==> config.mk <==
export PLATFORM = sky130hd
export DESIGN_NAME = seg_mux_capture
export DESIGN_NICKNAME = d
export VERILOG_FILES = /design/src/rtl/seg_mux_capture.sv
export SDC_FILE = /design/constraint.sdc
export NUM_CORES = 1
export LEC_CHECK = 0
export ABC_AREA = 1
export BUFFER_PORTS_ARGS = -buffer_cell sky130_fd_sc_hd__buf_2
export CAP_MARGIN = 10
export CORE_UTILIZATION = 40
export DETAILED_ROUTE_END_ITERATION = 7
export PLACE_DENSITY = 0.54
export REMOVE_ABC_BUFFERS = 1
export SYNTH_ARGS = -nofsm -noshare
export SYNTH_HDL_FRONTEND = slang
export SYNTH_SLANG_ARGS = --single-unit
==> constraint.sdc <==
create_clock -name clk -period 2.1 [get_ports clk]
set_input_delay 0.21 -clock clk [delete_from_list [all_inputs] [get_ports clk]]
set_output_delay 0.21 -clock clk [all_outputs]
set_load 0.01 [all_outputs]
==> src/rtl/seg_mux_capture.sv <==
// seg_mux_capture: receive side of a 2-digit multiplexed 7-segment bus.
// Synchronizes the bus, waits for {digit_sel, pattern} to hold steady, decodes
// each accepted glyph to a hex nibble and reassembles the displayed byte.
// Optional feature macro: VALID_ON_CHANGE_EN (value_valid only when the
// completed byte differs from the current value; first pair after reset always pulses).
module seg_mux_capture #(
  parameter int STABLE_CYCLES  = 16,
  parameter int TIMEOUT_CYCLES = 24000,
  parameter bit SEG_ACTIVE_LOW = 1'b0
) (
  input  logic       clk,
  input  logic       resetn,
  input  logic [7:0] seg_in,
  input  logic       digit_sel,
  output logic [7:0] value,
  output logic       value_valid,
  output logic       seg_err,
  output logic       stale
);

  localparam int CW = $clog2(STABLE_CYCLES);
  localparam int IW = $clog2(TIMEOUT_CYCLES);
  localparam logic [CW-1:0] CNT_MAX  = CW'(STABLE_CYCLES - 1);
  localparam logic [CW-1:0] CNT_ACC  = CW'(STABLE_CYCLES - 2);
  localparam logic [IW-1:0] IDLE_MAX = IW'(TIMEOUT_CYCLES - 1);
  localparam logic [IW-1:0] IDLE_PRE = IW'(TIMEOUT_CYCLES - 2);

  typedef enum logic [0:0] {SEEK = 1'b0, HAVE_ONE = 1'b1} state_t;

  // Glyph gfedcba -> {is_hex, nibble}; anything else (including blank) is invalid.
  function automatic logic [4:0] decode_glyph(input logic [6:0] pat);
    logic [4:0] res;
    case (pat)
      7'h3F:   res = {1'b1, 4'h0};
      7'h06:   res = {1'b1, 4'h1};
      7'h5B:   res = {1'b1, 4'h2};
      7'h4F:   res = {1'b1, 4'h3};
      7'h66:   res = {1'b1, 4'h4};
      7'h6D:   res = {1'b1, 4'h5};
      7'h7D:   res = {1'b1, 4'h6};
      7'h07:   res = {1'b1, 4'h7};
      7'h7F:   res = {1'b1, 4'h8};
      7'h6F:   res = {1'b1, 4'h9};
      7'h77:   res = {1'b1, 4'hA};
      7'h7C:   res = {1'b1, 4'hB};
      7'h39:   res = {1'b1, 4'hC};
      7'h5E:   res = {1'b1, 4'hD};
      7'h79:   res = {1'b1, 4'hE};
      7'h71:   res = {1'b1, 4'hF};
      default: res = 5'b0_0000;
    endcase
    return res;
  endfunction

  logic [7:0]    r_sync1, r_sync2;   // {sel, gfedcba}
  logic [7:0]    r_prev;
  logic [CW-1:0] r_cnt;
  logic          r_acc;
  logic          r_acc_sel;
  logic [4:0]    r_acc_dec;
  logic [IW-1:0] r_idle;
  logic          r_stale;
  state_t        r_state;
  logic          r_have;
  logic [3:0]    r_slot_lo, r_slot_hi;
  logic [7:0]    r_value;
  logic          r_valid;
  logic          r_err;

  logic [7:0]    w_cur;
  logic          w_change;
  logic          w_timeout;
  logic [7:0]    w_pair;
  logic          w_pair_done;
  logic          w_valid_pair;
  logic          w_unused_dp;
  state_t        w_state_nxt;
  logic          w_have_nxt;
  logic [3:0]    w_slot_lo_nxt, w_slot_hi_nxt;
  logic [7:0]    w_value_nxt;
  logic          w_valid_nxt;
  logic          w_err_nxt;

  // The decimal point carries no information for the decoded byte.
  assign w_unused_dp = seg_in[7];

  // Two-stage synchronizer for the asynchronous display bus.
  always_ff @(posedge clk or negedge resetn) begin
    if (!resetn) begin
      r_sync1 <= 8'h00;
      r_sync2 <= 8'h00;
    end else begin
      r_sync1 <= {digit_sel, seg_in[6:0]};
      r_sync2 <= r_sync1;
    end
  end

  // Polarity is normalized after synchronization so the filter sees lit = 1.
  assign w_cur    = {r_sync2[7], (SEG_ACTIVE_LOW ? ~r_sync2[6:0] : r_sync2[6:0])};
  assign w_change = (w_cur != r_prev);

  // Stability filter: one accept per steady run, raised as cnt reaches STABLE_CYCLES-1.
  always_ff @(posedge clk or negedge resetn) begin
    if (!resetn) begin
      r_prev    <= 8'h00;
      r_cnt     <= {CW{1'b0}};
      r_acc     <= 1'b0;
      r_acc_sel <= 1'b0;
      r_acc_dec <= 5'b0_0000;
    end else begin
      r_prev    <= w_cur;
      if (w_change) begin
        r_cnt <= {CW{1'b0}};
      end else if (r_cnt != CNT_MAX) begin
        r_cnt <= r_cnt + CW'(1'b1);
      end else begin
        r_cnt <= r_cnt;
      end
      r_acc     <= !w_change && (r_cnt == CNT_ACC);
      r_acc_sel <= w_cur[7];
      r_acc_dec <= decode_glyph(w_cur[6:0]);
    end
  end

  // Idle timer since the last accept; stale is the saturated-timer flag.
  always_ff @(posedge clk or negedge resetn) begin
    if (!resetn) begin
      r_idle  <= {IW{1'b0}};
      r_stale <= 1'b1;
    end else if (r_acc) begin
      r_idle  <= {IW{1'b0}};
      r_stale <= 1'b0;
    end else if (r_idle != IDLE_MAX) begin
      r_idle  <= r_idle + IW'(1'b1);
      r_stale <= (r_idle == IDLE_PRE) ? 1'b1 : r_stale;
    end else begin
      r_idle  <= r_idle;
      r_stale <= r_stale;
    end
  end

  // An accept in the same cycle overrides the timeout.
  assign w_timeout   = !r_acc && (r_idle == IDLE_PRE);
  // The freshly accepted nibble fills its own slot; the partner comes from the held slot.
  assign w_pair      = {(r_acc_sel ? r_acc_dec[3:0] : r_slot_hi),
                        (r_acc_sel ? r_slot_lo : r_acc_dec[3:0])};
  assign w_pair_done = r_acc && r_acc_dec[4] && (r_state == HAVE_ONE) && (r_acc_sel != r_have);

`ifdef VALID_ON_CHANGE_EN
  logic r_first;

  // Tracks whether a pair has completed since reset so the first one always reports.
  always_ff @(posedge clk or negedge resetn) begin
    if (!resetn) begin
      r_first <= 1'b1;
    end else if (w_pair_done) begin
      r_first <= 1'b0;
    end else begin
      r_first <= r_first;
    end
  end

  assign w_valid_pair = r_first || (w_pair != r_value);
`else
  assign w_valid_pair = 1'b1;
`endif

  // Pair-assembly FSM next state and registered-output next values.
  always_comb begin
    w_state_nxt   = r_state;
    w_have_nxt    = r_have;
    w_slot_lo_nxt = r_slot_lo;
    w_slot_hi_nxt = r_slot_hi;
    w_value_nxt   = r_value;
    w_valid_nxt   = 1'b0;
    w_err_nxt     = 1'b0;
    if (r_acc && !r_acc_dec[4]) begin
      w_err_nxt   = 1'b1;
      w_state_nxt = SEEK;
    end else if (r_acc) begin
      if (r_acc_sel) begin
        w_slot_hi_nxt = r_acc_dec[3:0];
      end else begin
        w_slot_lo_nxt = r_acc_dec[3:0];
      end
      case (r_state)
        SEEK: begin
          w_have_nxt  = r_acc_sel;
          w_state_nxt = HAVE_ONE;
        end
        HAVE_ONE: begin
          if (w_pair_done) begin
            w_value_nxt = w_pair;
            w_valid_nxt = w_valid_pair;
            w_state_nxt = SEEK;
          end else begin
            w_state_nxt = HAVE_ONE;
          end
        end
        default: w_state_nxt = SEEK;
      endcase
    end else if (w_timeout && (r_state == HAVE_ONE)) begin
      w_state_nxt = SEEK;
    end else begin
      w_state_nxt = r_state;
    end
  end

  // Pair-assembly FSM state and output registers.
  always_ff @(posedge clk or negedge resetn) begin
    if (!resetn) begin
      r_state   <= SEEK;
      r_have    <= 1'b0;
      r_slot_lo <= 4'h0;
      r_slot_hi <= 4'h0;
      r_value   <= 8'h00;
      r_valid   <= 1'b0;
      r_err     <= 1'b0;
    end else begin
      r_state   <= w_state_nxt;
      r_have    <= w_have_nxt;
      r_slot_lo <= w_slot_lo_nxt;
      r_slot_hi <= w_slot_hi_nxt;
      r_value   <= w_value_nxt;
      r_valid   <= w_valid_nxt;
      r_err     <= w_err_nxt;
    end
  end

  assign value       = r_value;
  assign value_valid = r_valid;
  assign seg_err     = r_err;
  assign stale       = r_stale;

endmodule

==> results.cfg <==
[global_routing]
grt_max_degree = 32
antenna_found_initial = 0
grt_pass1_vias = 2226
grt_util_all_layers_pct = 15.5
grt_pass1_wl_mm = 9.95
globalRouteOverflowTotal = 0

[synthesis]
syn_area_sq_um = 3170
synthCells = 375
synth.avg_cell_area_sq_um = 8.46
yosysWarnings = 0
seq_area_frac_synth_pct = 55.2
ys_ff_latch = 70
yosys-top-cells-area = dfrtp_1 54%, nand2_1 14%, nor2_1 6.4%
synth_top_area_share_pct = 54.4
ys_types = 32
yosys.area.top_type = dfrtp_1

[clock_network]
cts_max_path_buffers = 2
clk_latency_ns = 0.35
clockRootBuffer = clkbuf_8
cts_buffers = 9
post_cts_buffers = 0
h-tree-depth = 3
cts_sinks = 70
cts_tree = built
clk_pin_slew_ns = 0.07

[timing]
maxSlewViolCount = 0
max-slew-margin-rel_pct = 56.5
tightest_slew_ns = 0.653
finalHoldViolCount = 0
fin_skew_ns = 0.0109
setup_tns_ns = 0
rsz0062_at_grt = false
post-route-period-util_pct = 71.0
report.final.setup_viol = 0
max_clock_freq_ghz = 0.671
period_minus_slack_ns = 1.49

[layout]
final_cell_mix = 117 x nand2_1, 69 x dfrtp_1, 54 x nor2_1
fin_nets = 429
final_common_cell = nand2_1
fin_area_sq_um = 3700
antenna_cells = 0
drive_gt1_share_pct = 15.0
fillers = 783
area_growth_pct = 16.6

[placement]
postPlaceCellArea_sq_um = 3410
io_buffers = 20
gp_congestion = 0.866
hpwl_mm = 4.03

[route]
via_per_inst = 4.50
drtPass1Iterations = 4
ant_nets = 0
drc = 0
wl_per_cell_um = 10.8
num_vias = 2342
dr.first_iter.drc_count = 118
wl_mm = 5.60

[floorplan]
initial_core_util_pct = 41.3
die_h_um = 91.1
rows = 32
ios = 22
core_sq_um = 7690
die_w_um = 91.1
die_area_sq_um = 8300

[hold_path]
hold_path_end = r_sync2[1]$_DFF_PN0_
hold_start = r_sync1[1]$_DFF_PN0_
hold_depth = 0
worstHoldPathType = reg2reg

[worst_setup_path]
arrival_ns = 1.76
crit_type = reg2reg
r2r_end = r_idle[0]$_DFFE_PN0P_
cp-end-kind = flip-flop
crit_required_ns = 2.37
cp_max_fo = 5
r2r-start = r_idle[1]$_DFFE_PN0P_
reg2reg_depth = 7
r2r_setup_slack_ns = 0.61
critPathLaunchType = flip-flop

[pwr]
vdd_ir_drop_max_uv = 344
p_per_area_nw_per_um2 = 694
leakage_nw = 1.82

[job]
maxCapViolCount = 0

[run_status]
status = finished clean
[synthesized netlist by cell type (all sizes together)]
cell type,number
a21oi,3
a31oi,1
buf,5
clkbuf,1
clkinv,1
dfrtp,69
dfstp,1
ha,4
inv,40
nand2,119
nand3,23
nand3b,1
nand4,4
nor2,59
nor3,3
nor3b,2
o21ai,25
o31ai,1
or2,3
xnor2,8
xor2,2
[critical path, stage by stage, from the launching register on]
cell and delay, ns:
dfrtp_1 0.42, ha_1 0.22, clkinv_1 0.11, nor2_4 0.18, inv_4 0.07, nor2_4 0.13
nand3_2 0.15, o21ai_2 0.15
[worst max path at each step]
stage | start | slack [ns] | endpoint
finish | r_idle[1]$_DFFE_PN0P_ | 0.61 | r_idle[0]$_DFFE_PN0P_
global route | r_idle[1]$_DFFE_PN0P_ | 0.45 | r_idle[14]$_DFFE_PN0P_
CTS | r_idle[1]$_DFFE_PN0P_ | 0.59 | r_idle[0]$_DFFE_PN0P_
detailed placement | r_idle[1]$_DFFE_PN0P_ | 0.61 | r_idle[0]$_DFFE_PN0P_
global placement | r_idle[1]$_DFFE_PN0P_ | 0.64 | r_idle[0]$_DFFE_PN0P_
floorplan | r_idle[1]$_DFFE_PN0P_ | 0.77 | r_idle[6]$_DFFE_PN0P_
[power breakdown]
part	leakage, nW	switching [W]	internal, W
combinational	0.820	0.0000618	0.0000450
clock	0.0996	0.000516	0.000552
sequential	0.903	0.0000214	0.00138
[area by class of cell]
type,instances,area (sq um),share of cell area [%]
timing repair buffer,34,240,6.49
multi-input combinational,258,1230,33.2
clock inverter,7,73.8,1.99
clock buffer,9,124,3.35
inverter,41,156,4.22
sequential,70,1750,47.3
tap,102,128,3.45
[sequential cells by signal, indices dropped and copies added, names as in the netlist]
name,flops
r_idle,15
r_sync1,8
r_sync2,8
value,8
r_prev,7
r_acc_dec,5
r_cnt,4
r_slot_hi,4
r_slot_lo,4
r_acc,1
r_acc_sel,1
r_have,1
r_state,1
seg_err,1
stale,1
value_valid,1
[timing repair]
action,4_1_cts,5_1_grt
endpoints found under the setup margin,0,0
hold endpoints to repair,32,0
hold buffers,9,0
resized for setup,0,0
[metrics by stage]
step           utilization [%]  power (W)  cells  hold WS [ns]  setup WS, ns
6_report                  48.2    0.00257    521         0.350         0.609
5_1_grt                   48.2    0.00270    521         0.361         0.455
4_1_cts                   48.2    0.00263    521         0.352         0.586
3_5_place_dp              44.4    0.00152    496         0.275         0.606
3_3_place_gp              44.4    0.00152    496         0.275         0.638
2_1_floorplan                -    0.00146    369       -0.0856         0.768
[cell families (layout without fill, tap and decap cells)]
| group | Yosys count | in the layout | share of synthesized area, % |
|---|---|---|---|
| compound gates | 30 | 30 | 5.44 |
| xor+xnor | 10 | 10 | 2.76 |
| fa+ha+maj | 4 | 4 | 1.58 |
| buf+inv | 47 | 91 | 6.11 |
| flops | 70 | 70 | 55.2 |
| simple gates | 214 | 214 | 28.9 |
[routing by layer]
metal	global-route usage, %	wire length [um]	up-vias
met2	23.7	2500	32
met1	20.0	2840	1057
li1	-	-	1245
met4	7.80	99	0
met5	0	0	-
met3	4.27	165	8
Power figures use the tool's default switching activity.
